**config.mk**
```make
export PLATFORM = sky130hd
export DESIGN_NAME = test1_stim_player
export DESIGN_NICKNAME = d
export VERILOG_FILES = /design/src/rtl/test1_stim_player.sv
export SDC_FILE = /design/constraint.sdc
export NUM_CORES = 1
export LEC_CHECK = 0
export ABC_AREA = 1
export CAP_MARGIN = 30
export CORE_MARGIN = 2
export CORE_UTILIZATION = 60
export CTS_CLUSTER_DIAMETER = 30
export DETAILED_ROUTE_END_ITERATION = 7
export DONT_BUFFER_PORTS = 1
export PLACE_DENSITY = 0.76
export SLEW_MARGIN = 20
export SYNTH_ARGS = -nofsm -noshare
export SYNTH_HDL_FRONTEND = slang
export SYNTH_SLANG_ARGS = --single-unit
```
**constraint.sdc**
```tcl
create_clock -name clock -period 4.5 [get_ports clock]
set_input_delay 0.45 -clock clock [delete_from_list [all_inputs] [get_ports clock]]
set_output_delay 0.45 -clock clock [all_outputs]
set_load 0.01 [all_outputs]
```
**src/rtl/test1_stim_player.sv**
```systemverilog
// Stimulus sequencer feeding test1: FIFO-buffered entries replayed
// cycle-exactly, each held for rpt+1 cycles.
module test1_stim_player #(
  parameter int DEPTH = 8,
  parameter int RPT_W = 8
) (
  input  logic                     clock,
  input  logic                     reset,
  input  logic                     s_valid,
  output logic                     s_ready,
  input  logic [7:0]               s_in1,
  input  logic                     s_in2,
  input  logic                     s_in3,
  input  logic [RPT_W-1:0]         s_rpt,
  input  logic                     s_last,
  input  logic                     start,
  input  logic                     abort,
  output logic [7:0]               stim_in1,
  output logic                     stim_in2,
  output logic                     stim_in3,
  output logic                     stim_valid,
  output logic                     busy,
  output logic                     done,
  output logic                     underrun,
  output logic [$clog2(DEPTH):0]   fifo_count
);

  localparam int AW = $clog2(DEPTH);
  localparam int CW = AW + 1;

  typedef enum logic {IDLE, RUN} state_t;

  typedef struct packed {
    logic [7:0]       in1;
    logic             in2;
    logic             in3;
    logic [RPT_W-1:0] rpt;
    logic             last;
  } ent_t;

  ent_t             mem [DEPTH];
  ent_t             head;
  logic [AW-1:0]    wr_ptr;
  logic [AW-1:0]    rd_ptr;
  logic [RPT_W-1:0] hold;
  logic             cur_last;
  state_t           state;
  state_t           state_nx;
  logic             push;
  logic             pop;
  logic             fin;
  logic             starve;

  assign s_ready = (fifo_count < CW'(DEPTH)) && !abort;
  assign push    = s_valid && s_ready;
  assign head    = mem[rd_ptr];
  assign busy    = (state != IDLE);

  // Entry storage; flushing only moves pointers, so no reset needed
  always_ff @(posedge clock) begin
    if (push) begin
      mem[wr_ptr] <= '{in1: s_in1, in2: s_in2, in3: s_in3,
                       rpt: s_rpt, last: s_last};
    end
  end

  // State register
  always_ff @(posedge clock or posedge reset) begin
    if (reset) state <= IDLE;
    else       state <= state_nx;
  end

  // Next state and per-cycle replay decisions; abort overrides all
  always_comb begin
    state_nx = state;
    pop      = 1'b0;
    fin      = 1'b0;
    starve   = 1'b0;
    unique case (state)
      IDLE: begin
        if (start) state_nx = RUN;
      end
      RUN: begin
        if (hold == '0) begin
          if (stim_valid && cur_last) begin
            fin      = 1'b1;
            state_nx = IDLE;
          end else if (fifo_count != '0) begin
            pop = 1'b1;
          end else begin
            starve = 1'b1;
          end
        end
      end
    endcase
    if (abort) begin
      state_nx = IDLE;
      pop      = 1'b0;
      fin      = 1'b0;
      starve   = 1'b0;
    end
  end

  // FIFO bookkeeping, hold counter and registered stimulus outputs
  always_ff @(posedge clock or posedge reset) begin
    if (reset) begin
      wr_ptr     <= '0;
      rd_ptr     <= '0;
      fifo_count <= '0;
      hold       <= '0;
      cur_last   <= 1'b0;
      stim_in1   <= '0;
      stim_in2   <= 1'b0;
      stim_in3   <= 1'b0;
      stim_valid <= 1'b0;
      done       <= 1'b0;
      underrun   <= 1'b0;
    end else if (abort) begin
      wr_ptr     <= '0;
      rd_ptr     <= '0;
      fifo_count <= '0;
      hold       <= '0;
      cur_last   <= 1'b0;
      stim_in1   <= '0;
      stim_in2   <= 1'b0;
      stim_in3   <= 1'b0;
      stim_valid <= 1'b0;
      done       <= 1'b0;
      underrun   <= 1'b0;
    end else begin
      done <= fin;
      if (push) wr_ptr <= wr_ptr + AW'(1);
      if (pop)  rd_ptr <= rd_ptr + AW'(1);
      unique case ({push, pop})
        2'b10:   fifo_count <= fifo_count + CW'(1);
        2'b01:   fifo_count <= fifo_count - CW'(1);
        default: fifo_count <= fifo_count;
      endcase
      if (pop) begin
        stim_in1   <= head.in1;
        stim_in2   <= head.in2;
        stim_in3   <= head.in3;
        hold       <= head.rpt;
        cur_last   <= head.last;
        stim_valid <= 1'b1;
      end else if (starve) begin
        underrun   <= 1'b1;
        stim_valid <= 1'b0;
      end else if (fin) begin
        stim_valid <= 1'b0;
        cur_last   <= 1'b0;
      end else if (state == RUN && hold != '0) begin
        hold <= hold - RPT_W'(1);
      end
    end
  end

endmodule
```
==> flow_metrics.tcl <==
set metrics [dict create \
    ant_nets 0 \
    busiest_layer "met2" \
    start_util 0.6070 \
    io_buffers 0 \
    finClkSkew_ns 0.008263 \
    grt.total_usage 0.2632 \
    viasPerCell 6.261 \
    cts_root_buf "clkbuf_16" \
    rsz0062_at_grt "no" \
    ir_worst_vdd_mv 0.3011 \
    synth_top_cell_by_area "edfxtp_1" \
    ys_seq_elements 185 \
    dieArea_mm2 0.01353 \
    leakage_nw 3.032 \
    cp_max_fo 42 \
    worstReg2RegStart "rd_ptr[1]$_DFFE_PP0P_" \
    drt_wl_total_um 16820 \
    use_met1 0.3417 \
    fp.dieW_um 116.3 \
    grt_pass1_wl_um 25980 \
    synth_area_mm2 0.007567 \
    reg2reg_slack_ns 2.05 \
    maxSlewViolCount 0 \
    p_per_area_mw_per_mm2 494.0 \
    num_vias 5015 \
    area.growth.synth_to_final_pct 10.81 \
    slew_headroom 0.3554 \
    async_flop_share 0.1784 \
    synthFlopType "edfxtp_1" \
    arrival_ns 2.75 \
    placed_cell_area_mm2 0.007765 \
    ios 43 \
    ctsHtreeMaxLevel 4 \
    synthTopCellsByArea "edfxtp_1, dfrtp_1, nand2_1" \
    status "completed" \
    required_ns 4.80 \
    clockBufferDepth 2 \
    hpwl_um 9630 \
    cts_buffers 17 \
    ctsResizeCount 0 \
    crit_type "reg -> reg" \
    synthDominantCellAreaShare 0.6032 \
    drt_iter0_markers 465 \
    syn_nets 651 \
    die_y_um 116.3 \
    synth.avg_cell_area_um2 12.19 \
    holdCritPathClass "in -> async" \
    ff2ff_path_depth 7 \
    core_area_mm2 0.01247 \
    end_kind "flip-flop" \
    cts_tree "done" \
    yosys_warnings 0 \
    routedWlPerCell_um 21.00 \
    grt_pass1_vias 5003 \
    clock_sinks 185 \
    layout.cells.non_filler 801 \
    rows 41 \
    gp_congestion 0.8253 \
    setup_viol 0 \
    drive_above_1_share 0.08744 \
    clock_latency_ns 0.43 \
    max_cap_violations 0 \
    placed_cells 769 \
    syn-instance-count 621 \
    seq_area_frac_synth 0.7123 \
    grt_max_degree 78 \
    timing.fmax_mhz 408.9 \
    grt.met2_usage 0.4186 \
    cts.clk_slew.worst_paths_ns 0.07 \
    drc_errors 0 \
    final_area_mm2 0.008386 \
    hold_viol_final 0 \
    diodes 0 \
    antenna_found_initial 0 \
    grt.met3_usage 0.05916 \
    synth_cell_types 36 \
    finalNetCount 646 \
    holdBufCountCts 0 \
    worst_slew_pin_slew_ns 0.9658 \
    dr.pass1.iters 5 \
    critPathLaunchType "flip-flop" \
    reg2reg_to "stim_in1[2]$_DFFE_PP0P_" \
    synth-edff-count 152 \
    min_period_ns 2.445 \
    finalCritPeriodShare 0.5434 \
    yosysMostFrequentCell "edfxtp_1" \
    grt_overflow 0 \
    synth_common_cells "edfxtp_1, nand2_1, nor2_1" \
    cts_setup_buffers 0 \
    setup_tns_ns 0 \
]
-- flip-flops by register name (all words and copies together) (netlist names) --
name / count
cur_last: 1
wr_ptr: 3
done: 1
stim_in2: 1
stim_in3: 1
mem: 152
rd_ptr: 3
hold: 8
underrun: 1
busy: 1
stim_valid: 1
stim_in1: 8
fifo_count: 4
-- report_power, final --
part / switching (mW) / leakage, nW / internal [mW] / total, mW
Sequential: 0.0866 / 1.82 / 1.95 / 2.04
Combinational: 0.366 / 0.925 / 0.163 / 0.529
Clock: 0.594 / 0.291 / 0.982 / 1.58
Total: 1.05 / 3.03 / 3.10 / 4.14
-- cell families (layout without fill, tap and decap cells) --
kind of cell | Yosys count | count (layout) | share of synthesized area
adders and majority gates | 6 | 6 | 0.009920
xor gates and xnor gates | 4 | 4 | 0.004629
AOI/OAI and AO/OA | 136 | 136 | 0.1090
buffers and inverters | 59 | 67 | 0.03389
DFF | 185 | 185 | 0.7123
and+or+nand+nor | 231 | 231 | 0.1303
-- worst max path at each step --
stage,depth (start not counted),from,endpoint
after floorplan,6,abort,mem[0][0]$_DFFE_PP_
after global routing,7,rd_ptr[1]$_DFFE_PP0P_,stim_in1[7]$_DFFE_PP0P_
after detailed placement,7,rd_ptr[1]$_DFFE_PP0P_,stim_in1[3]$_DFFE_PP0P_
final,7,rd_ptr[1]$_DFFE_PP0P_,stim_in1[2]$_DFFE_PP0P_
after CTS,7,rd_ptr[1]$_DFFE_PP0P_,stim_in1[7]$_DFFE_PP0P_
after global placement,8,rd_ptr[1]$_DFFE_PP0P_,hold[3]$_DFFE_PP0P_
-- stage by stage --
stage	setup slack (ns)	hold slack (ns)	utilization	power [mW]
6_report	2.055	0.02258	0.6727	4.142
5_1_grt	1.898	0.07791	0.6727	4.275
4_1_cts	2.058	0.03701	0.6727	4.133
3_5_place_dp	2.084	0.4890	0.6229	2.579
3_3_place_gp	1.854	0.4805	0.6171	2.553
2_1_floorplan	2.187	0.4940	-	2.451
-- worst max-delay path: stages, from the launching register on --
cell and delay, ns:
dfrtp_1 0.32, buf_4 0.39, clkinv_1 0.66, buf_16 0.39
o21ai_0 0.11, o221ai_1 0.16, o211ai_1 0.19, nand2_1 0.08
-- layer usage --
| metal | wire (µm) | up-vias |
|---|---|---|
| li1 | - | 2229 |
| met1 | 6765 | 2476 |
| met2 | 8126 | 260 |
| met3 | 1334 | 50 |
| met4 | 592 | 0 |
| met5 | 0 | - |
-- cell type report --
| class | instances | area, µm² |
|---|---|---|
| Clock buffer | 23 | 447.9 |
| Clock inverter | 9 | 172.7 |
| Fill cell | 884 | 4080 |
| Inverter | 28 | 107.6 |
| Multi-Input combinational cell | 377 | 1971 |
| Sequential cell | 185 | 5391 |
| Tap cell | 172 | 215.2 |
| Timing Repair Buffer | 7 | 80.08 |
-- cells in the final DEF (no fill, tap or decap), types with 2 or more instances in the layout --
cell type	Yosys	final
nand4_1	3	3
buf_4	1	5
edfxtp_1	152	152
o221ai_1	23	23
inv_1	23	23
o22ai_1	4	4
clkbuf_1	17	6
inv_2	3	3
nand2_2	2	2
a22oi_1	4	4
clkinvlp_4	0	2
nor2_1	81	73
a21oi_1	20	20
clkinv_1	1	3
clkbuf_16	0	17
nand3_1	41	41
nor2_2	3	5
o211ai_1	6	6
o21ai_0	66	66
ha_1	6	6
nand2_1	96	96
xor2_1	4	4
nor2_4	1	7
bufinv_16	0	5
o21ai_1	7	7
dfrtp_1	33	32
Power figures use the tool's default switching activity.
